`src/rtl/pila_pkg.sv`:
```
// Shared defaults and operation decode for the return-address stack.
// Imported by the stack, its interface and the control unit / CPU top.
package pila_pkg;

    localparam int PILA_WIDTH = 10;
    localparam int PILA_DEPTH = 8;
    localparam int PILA_PTR_W = $clog2(PILA_DEPTH);

    typedef enum logic [1:0] {
        OP_HOLD    = 2'b00,
        OP_POP     = 2'b01,
        OP_PUSH    = 2'b10,
        OP_REPLACE = 2'b11
    } pila_op_e;

    function automatic pila_op_e pila_decode(input logic push, input logic pop);
        case ({push, pop})
            2'b10:   return OP_PUSH;
            2'b01:   return OP_POP;
            2'b11:   return OP_REPLACE;
            default: return OP_HOLD;
        endcase
    endfunction

endpackage

```
`src/rtl/pila_if.sv`:
```
// Push/pop bus between the control unit (master) and the LIFO (slave).
// Top-of-stack and status are combinational from the stack's registered state.
interface pila_if
    import pila_pkg::*;
#(
    parameter int WIDTH = PILA_WIDTH,
    parameter int DEPTH = PILA_DEPTH
);
    logic                     push;
    logic                     pop;
    logic [WIDTH-1:0]         din;
    logic [WIDTH-1:0]         dout;
    logic                     empty;
    logic                     full;
    logic [$clog2(DEPTH):0]   count;
    logic                     overflow;
    logic                     underflow;

    modport master (
        output push, pop, din,
        input  dout, empty, full, count, overflow, underflow
    );

    modport slave (
        input  push, pop, din,
        output dout, empty, full, count, overflow, underflow
    );
endinterface

```
`src/rtl/pila_mem.sv`:
```
// DEPTH x WIDTH register file: one synchronous write port, one asynchronous read port.
// No reset; contents survive a stack reset and are masked by the count instead.
module pila_mem #(
    parameter int WIDTH = 10,
    parameter int DEPTH = 8
) (
    input  logic                     clk,
    input  logic                     we,
    input  logic [$clog2(DEPTH)-1:0] waddr,
    input  logic [WIDTH-1:0]         wdata,
    input  logic [$clog2(DEPTH)-1:0] raddr,
    output logic [WIDTH-1:0]         rdata
);
    logic [WIDTH-1:0] mem [DEPTH];

    always_ff @(posedge clk) begin
        if (we) begin
            mem[waddr] <= wdata;
        end
    end

    assign rdata = mem[raddr];
endmodule

```
`src/rtl/pila_lifo.sv`:
```
// Return-address LIFO; PILA_WRAP_EN makes a push while full overwrite the oldest entry.
// Top-of-stack is combinational (zero read latency); pointers/flags update on the rising edge.
module pila_lifo
    import pila_pkg::*;
#(
    parameter int WIDTH = PILA_WIDTH,
    parameter int DEPTH = PILA_DEPTH
) (
    input  logic  clk,
    input  logic  reset,
    pila_if.slave bus
);
    localparam int PW = $clog2(DEPTH);
    localparam int CW = PW + 1;
    localparam logic [CW-1:0] CNT_FULL = CW'(DEPTH);

    logic [PW-1:0]    top, top_nxt;
    logic [CW-1:0]    cnt, cnt_nxt;
    logic             ovf, ovf_nxt;
    logic             udf, udf_nxt;
    logic             we;
    logic [PW-1:0]    waddr;
    logic [PW-1:0]    raddr;
    logic [WIDTH-1:0] rdata;
    logic             is_empty;
    logic             is_full;
    pila_op_e         op;
`ifdef PILA_WRAP_EN
    logic [PW-1:0]    bottom, bottom_nxt;
`endif

    assign is_empty = (cnt == '0);
    assign is_full  = (cnt == CNT_FULL);
    assign raddr    = top - PW'(1);
    assign op       = pila_decode(bus.push, bus.pop);

    always_comb begin
        top_nxt = top;
        cnt_nxt = cnt;
        ovf_nxt = ovf;
        udf_nxt = udf;
        we      = 1'b0;
        waddr   = top;
`ifdef PILA_WRAP_EN
        bottom_nxt = bottom;
`endif
        case (op)
            OP_PUSH: begin
                if (!is_full) begin
                    we      = 1'b1;
                    top_nxt = top + PW'(1);
                    cnt_nxt = cnt + CW'(1);
                end else begin
                    ovf_nxt = 1'b1;
`ifdef PILA_WRAP_EN
                    // Circular mode: slot at top is the oldest entry, so both pointers advance.
                    we         = 1'b1;
                    top_nxt    = top + PW'(1);
                    bottom_nxt = bottom + PW'(1);
`endif
                end
            end
            OP_POP: begin
                if (!is_empty) begin
                    top_nxt = top - PW'(1);
                    cnt_nxt = cnt - CW'(1);
                end else begin
                    udf_nxt = 1'b1;
                end
            end
            OP_REPLACE: begin
                we = 1'b1;
                if (!is_empty) begin
                    waddr = raddr;
                end else begin
                    // Nothing to pop: behaves as a plain push but the bad pop is still flagged.
                    top_nxt = top + PW'(1);
                    cnt_nxt = cnt + CW'(1);
                    udf_nxt = 1'b1;
                end
            end
            default: ;
        endcase
    end

    always_ff @(posedge clk) begin
        if (reset) begin
            top <= '0;
            cnt <= '0;
            ovf <= 1'b0;
            udf <= 1'b0;
`ifdef PILA_WRAP_EN
            bottom <= '0;
`endif
        end else begin
            top <= top_nxt;
            cnt <= cnt_nxt;
            ovf <= ovf_nxt;
            udf <= udf_nxt;
`ifdef PILA_WRAP_EN
            bottom <= bottom_nxt;
`endif
        end
    end

    pila_mem #(
        .WIDTH (WIDTH),
        .DEPTH (DEPTH)
    ) u_mem (
        .clk   (clk),
        .we    (we),
        .waddr (waddr),
        .wdata (bus.din),
        .raddr (raddr),
        .rdata (rdata)
    );

    assign bus.dout      = is_empty ? '0 : rdata;
    assign bus.empty     = is_empty;
    assign bus.full      = is_full;
    assign bus.count     = cnt;
    assign bus.overflow  = ovf;
    assign bus.underflow = udf;
endmodule

```
`src/flat_wrapper.sv`:
```
// flat-port wrapper written by rule: the top's interface ports become plain ports
module pila_lifo_flat import pila_pkg::*;
#(
    parameter int WIDTH = PILA_WIDTH,
    parameter int DEPTH = PILA_DEPTH
)
  (clk, reset, bus_push, bus_pop, bus_din, bus_dout, bus_empty, bus_full, bus_count, bus_overflow, bus_underflow);
  pila_if #(.WIDTH(WIDTH), .DEPTH(DEPTH)) bus_i ();
  input  logic clk;
  input  logic reset;
  input wire logic [$bits(bus_i.push)-1:0] bus_push;
  input wire logic [$bits(bus_i.pop)-1:0] bus_pop;
  input wire logic [$bits(bus_i.din)-1:0] bus_din;
  output wire logic [$bits(bus_i.dout)-1:0] bus_dout;
  output wire logic [$bits(bus_i.empty)-1:0] bus_empty;
  output wire logic [$bits(bus_i.full)-1:0] bus_full;
  output wire logic [$bits(bus_i.count)-1:0] bus_count;
  output wire logic [$bits(bus_i.overflow)-1:0] bus_overflow;
  output wire logic [$bits(bus_i.underflow)-1:0] bus_underflow;
  assign bus_i.push = bus_push;
  assign bus_i.pop = bus_pop;
  assign bus_i.din = bus_din;
  assign bus_dout = bus_i.dout;
  assign bus_empty = bus_i.empty;
  assign bus_full = bus_i.full;
  assign bus_count = bus_i.count;
  assign bus_overflow = bus_i.overflow;
  assign bus_underflow = bus_i.underflow;
  pila_lifo #(.WIDTH(WIDTH), .DEPTH(DEPTH)) u_core (.clk(clk), .reset(reset), .bus(bus_i));
endmodule
```
`config.mk`:
```
export PLATFORM = sky130hd
export DESIGN_NAME = pila_lifo_flat
export DESIGN_NICKNAME = d
export VERILOG_FILES = /design/src/rtl/pila_pkg.sv /design/src/rtl/pila_if.sv /design/src/rtl/pila_mem.sv /design/src/rtl/pila_lifo.sv /design/src/flat_wrapper.sv
export SDC_FILE = /design/constraint.sdc
export NUM_CORES = 1
export LEC_CHECK = 0
export ABC_CLOCK_PERIOD_IN_PS = 4280
export CAP_MARGIN = 5
export CORE_ASPECT_RATIO = 1.25
export CORE_UTILIZATION = 57
export DETAILED_ROUTE_END_ITERATION = 8
export PLACE_DENSITY_LB_ADDON = 0.25
export SETUP_SLACK_MARGIN = 0.05
export SLEW_MARGIN = 20
export SYNTH_ARGS = -nofsm -noshare
export SYNTH_HDL_FRONTEND = slang
export SYNTH_SLANG_ARGS = --single-unit
```
`constraint.sdc`:
```
create_clock -name clk -period 4.28 [get_ports clk]
set_input_delay 0.428 -clock clk [delete_from_list [all_inputs] [get_ports clk]]
set_output_delay 0.428 -clock clk [all_outputs]
set_load 0.005 [all_outputs]
```
# Word level (Yosys, flattened, before mapping)
# Memory sizes are Yosys's and may differ from the RTL's.
# Index checks and enable logic that the tools add are counted.
# W data, S select, Z words.
# op_classes
eq_ne,10
reduce_logical,7
add_sub_neg,4
muxes,15
# ops
operator,n
$mux W3,4
$mux W4,3
$pmux W4 S3,1
$mux W10,1
$pmux W3 S3,1
$eq A2 B2 Y1 const B,4
$pmux W2 S3,1
$add A4 B1 Y4 const B,1
$eq A2 B1 Y1 const B,2
$eq A4 B4 Y1 const B,1
$logic_not A4 Y1,1
$ne A2 B2 Y1 const B,2
$reduce_and A2 Y1,2
$reduce_and A4 Y1,1
$sub A4 B1 Y4 const B,1
$add A3 B1 Y3 const B,1
$mux W1,3
$reduce_and A3 Y1,1
$reduce_bool A3 Y1,1
$sub A3 B1 Y3 const B,1
$ne A2 B1 Y1 const B,1
$pmux W1 S2,1
$reduce_or A2 Y1,1
# totals
ram_bits,80
out_inout_bits,18
in_bits,14
word_cells,41
ff_bits,9
mem_count,1
# memory_table
name,words,word_bits,read_ports,rd_clocked_by_memory_dff,write_ports,line,rtl
u_core.u_mem.mem,8,10,1,0,1,pila_mem.sv:14,logic [WIDTH-1:0] mem [DEPTH];

# Depth between registers and ports, before layout
# depth
ltp_word,6
ltp_mapped,10
ltp_nobuf,6

# By module
# From an unflattened synthesis, not the netlist that was laid out.
# hier_totals
cells_unflattened,222
area_unflattened_um2,3903.7
# modules_own_cells
module,area_each_um2,cells_per_inst,instances,seq_area_each_um2
pila_mem,3133.0,128,1,2402.3
pila_lifo,770.7,94,1,180.2

# Worst setup path before layout
# Ideal clock, no wire load.
# synth_path
path_type,flip-flop to flip-flop
start,register u_core.top[0]
end,memory u_core.u_mem.mem[4][0] (enable)
required_ns,3.904
period_less_slack_ns,3.009
path_stages_with_launch,11
t_arrival_ns,2.633
setup_slack_ns,1.271
path_buffers,4
setup_time_ns,0.376
cell_sequence,dfxtp_1 buf_2 buf_2 inv_1 ha_1 clkbuf_1 buf_1 nand3_1 a211oi_1 a31oi_1 nor2_1
# synth_via
elab_chain_cells,3
# synth_lines
item,line,rtl
from (decl),pila_lifo.sv:17,"logic [PW-1:0] top, top_nxt;"
from (signal assigned),pila_lifo.sv:96,top <= top_nxt;
$sub A3 B1 Y3,pila_lifo.sv:34,assign raddr = top - PW'(1);
$mux W3,--,
$mux W3 *,pila_lifo.sv:47,case (op)
to (decl),pila_mem.sv:14,
# Mark *: on every way between the ends. The rest lies on a longest branch, timed or not.

# Worst setup path in the final report
# layout_path
start,register u_core.top[1]
end,output bus_dout[1]
# layout_via
elab_chain_cells,3
# layout_lines
item,line,rtl
$sub A3 B1 Y3,pila_lifo.sv:34,
$mem_v2 Z8 W10,--,
$mux W10,pila_lifo.sv:118,assign bus.dout = is_empty ? '0 : rdata;
to (decl),flat_wrapper.sv:14,output wire logic [$bits(bus_i.dout)-1:0] bus_dout;
# No other way between the ends.

==> results_dict.tcl <==
set metrics [dict create \
    wl_um 7540 \
    use_met1_pct 31.5 \
    die_w_um 74.9 \
    use_met2_pct 41.3 \
    clockBufferDepth 2 \
    setup_violations 0 \
    postCtsHoldBufs 0 \
    cts_max_level 3 \
    cts.sinks 89 \
    worst-path-max-fanout 25 \
    syn-num-nets 257 \
    ir_drop_v 0.000357 \
    dp_slack_ns 1.09 \
    area_growth_pct 15.5 \
    placed_area_um2 4220 \
    yosysMostFrequentCell "edfxtp_1" \
    post_synth_num_cell_types 39 \
    worst_hold_slack_ns 0.469 \
    slowest_delay_ns 1.03 \
    synthTopCellsByArea "edfxtp_1 (63%), mux4_2 (12%), dfxtp_1 (4.8%), nand2_1 (2.5%), a21oi_1 (2.0%)" \
    hp-class "flip-flop to flip-flop" \
    vias_per_cell 6.03 \
    synth_top_family_by_area "multiplexers" \
    syn_area_um2 3780 \
    nNetsFinal 296 \
    grt_antenna_before_repair 0 \
    grt_pass1_wl_um 11900 \
    cp_top_family "adder cells" \
    ys_async_sr_fraction_pct 0 \
    worstMarginPinSlew_ns 1.09 \
    io_pins 32 \
    clk_latency_ns 0.35 \
    ys_seq_elements 89 \
    vias 2226 \
    muxShareOfSynthArea_pct 12.8 \
    path_cells "inv_1 > ha_1 > mux4_2 > nand2_1 > a21oi_1 > clkdlybuf4s50_1" \
    synthAdderAreaFrac_pct 0.992 \
    critPathSlowestCell "ha_1" \
    finalSetupTns_ns 0 \
    drv_cap 0 \
    hold_viol 0 \
    synth_flop_cell "edfxtp_1" \
    fin_skew_ns 0.0123 \
    p_leak_nw 1.42 \
    synth_compound_area_share_pct 6.91 \
    worstSetupEndpointType "output pin" \
    relSlewSlack_pct 27.3 \
    power_density_nw_per_um2 672 \
    final_antenna_net_count 0 \
    hpwl_um 4860 \
    post-route-period-util_pct 82.6 \
    cts_root_buf "clkbuf_8" \
    place.gp.congestion 0.816 \
    clkTransAtPathRegs_ns 0.08 \
    wl_per_cell_um 20.4 \
    design_area_um2 4370 \
    max_clock_freq_mhz 283 \
    yosysTopAreaCellShare_pct 63.5 \
    start_util_pct 60.2 \
    syn_avg_cell_area_um2 15.8 \
    num_antenna_cells 0 \
    port_buffers 31 \
    synthSimpleGateAreaFrac_pct 8.17 \
    r2r_slack_ns 1.10 \
    cts_buffers 9 \
    synth_warnings 0 \
    overflow 0 \
    worst_slack_ns 0.744 \
    grt_util_met3_pct 4.20 \
    period_minus_slack_ns 3.54 \
    rsz0062_at_grt "false" \
    required_ns 3.85 \
    synth.largest_area_cell "edfxtp_1" \
    status "completed" \
    core-area_um2 6290 \
    drt_iter0_markers 166 \
    die_h_um 93.1 \
    grt_max_degree 26 \
    maxSlewViolCount 0 \
    drc 0 \
    cp.buffers_inverters 2 \
    critPathLaunchType "flip-flop" \
    cts_resized 0 \
    grt_util_all_layers_pct 24.7 \
    postCtsSetupBuffers 0 \
    drive_gt1_share_pct 18.7 \
    synthCells 240 \
    worstSetupPathType "flip-flop to output pin" \
    finalPower_mw 2.94 \
    cts_tree "yes" \
    grt_pass1_vias 2264 \
    die_area_um2 6970 \
    crit_arrival_ns 3.11 \
    drtPass1Iterations 4 \
    ys_seq_area_share_pct 68.2 \
    rows 32 \
    synth-edff-count 80 \
    grt.busiest_layer "met2" \
    synth.top_cells.by_count "edfxtp_1 (80), nand2_1 (25), mux4_2 (20)" \
    synth_xor_area_share_pct 0.694 \
]
-- sequential cells by signal, summed over array words and instances, names as in the netlist --
name and count:
u_core.u_mem.mem 80, u_core.bus.underflow 1, u_core.top 3, u_core.bus.count 4
u_core.bus.overflow 1
-- worst reg2reg max path: stages, from the launching register on --
cell and delay (ns):
dfxtp_1 0.42, inv_1 0.13, ha_1 1.03, nand3_1 0.21, a211oi_1 0.30, a31oi_1 0.09
nor2_1 0.46, buf_4 0.27
-- power by group --
group,internal (mW),switching (mW)
Sequential,1.10,0.0674
Combinational,0.612,0.676
Clock,0.209,0.274
Total,1.92,1.02
-- cell families (layout without fill, tap and decap cells) --
family,Yosys count,count (layout)
XOR/XNOR,3,3
AND/OR/NAND/NOR,66,66
AO/OA/AOI/OAI,38,38
buffers and inverters,18,62
adder cells (fa/ha/maj),3,3
multiplexers,23,23
flip-flops,89,89
-- metal layers --
layer / up-vias / routed length [um] / part of all wire, %
met1: 1116 / 2980 / 40
met3: 8 / 416 / 5.5
li1: 1018 / - / -
met2: 84 / 4010 / 53
met4: 0 / 138 / 1.8
met5: - / 0 / 0
-- path summary, 6_finish.rpt --
path | start | endpoint | cells after the start
setup / recovery | u_core.top[1] | bus_dout[1] | 6
hold / removal | u_core.bus.overflow | u_core.bus.overflow | 2
setup reg to reg | u_core.top[1] | u_core.u_mem.mem[4][6] | 7
hold reg to reg | u_core.bus.overflow | u_core.bus.overflow | 2
-- cell usage in the layout, fill, tap and decap left out, types with 3 or more instances in the layout --
cell type        count
clkdlybuf4s50_1     31
dfxtp_1              9
clkbuf_8             9
nand2_1             25
a31oi_1              6
mux4_2              20
buf_4               10
edfxtp_1            80
ha_1                 3
inv_1                4
nor2b_1              3
clkbuf_1             3
clkinv_2             3
nor2_1              19
a211oi_1             3
a21oi_1             15
nand3_1              3
nand2b_1             5
o21ai_0              4
-- final cells by class --
class                   instances  area [um^2]
well taps                      85          106
fillers                       428         1910
multi-input cells             133         1120
clock buffers                  12          135
repair buffers                 41          385
flip-flops and latches         89         2580
clock inverters                 4         22.5
inverters                       5         23.8
-- through the flow --
stage / std cells / utilization (%)
4_1_cts: 369 / 69.6
2_1_floorplan: 240 / -
6_report: 369 / 69.6
3_3_place_gp: 353 / 67.1
5_1_grt: 369 / 69.6
3_5_place_dp: 353 / 67.1
No activity file was read; power rests on OpenSTA's default activity.
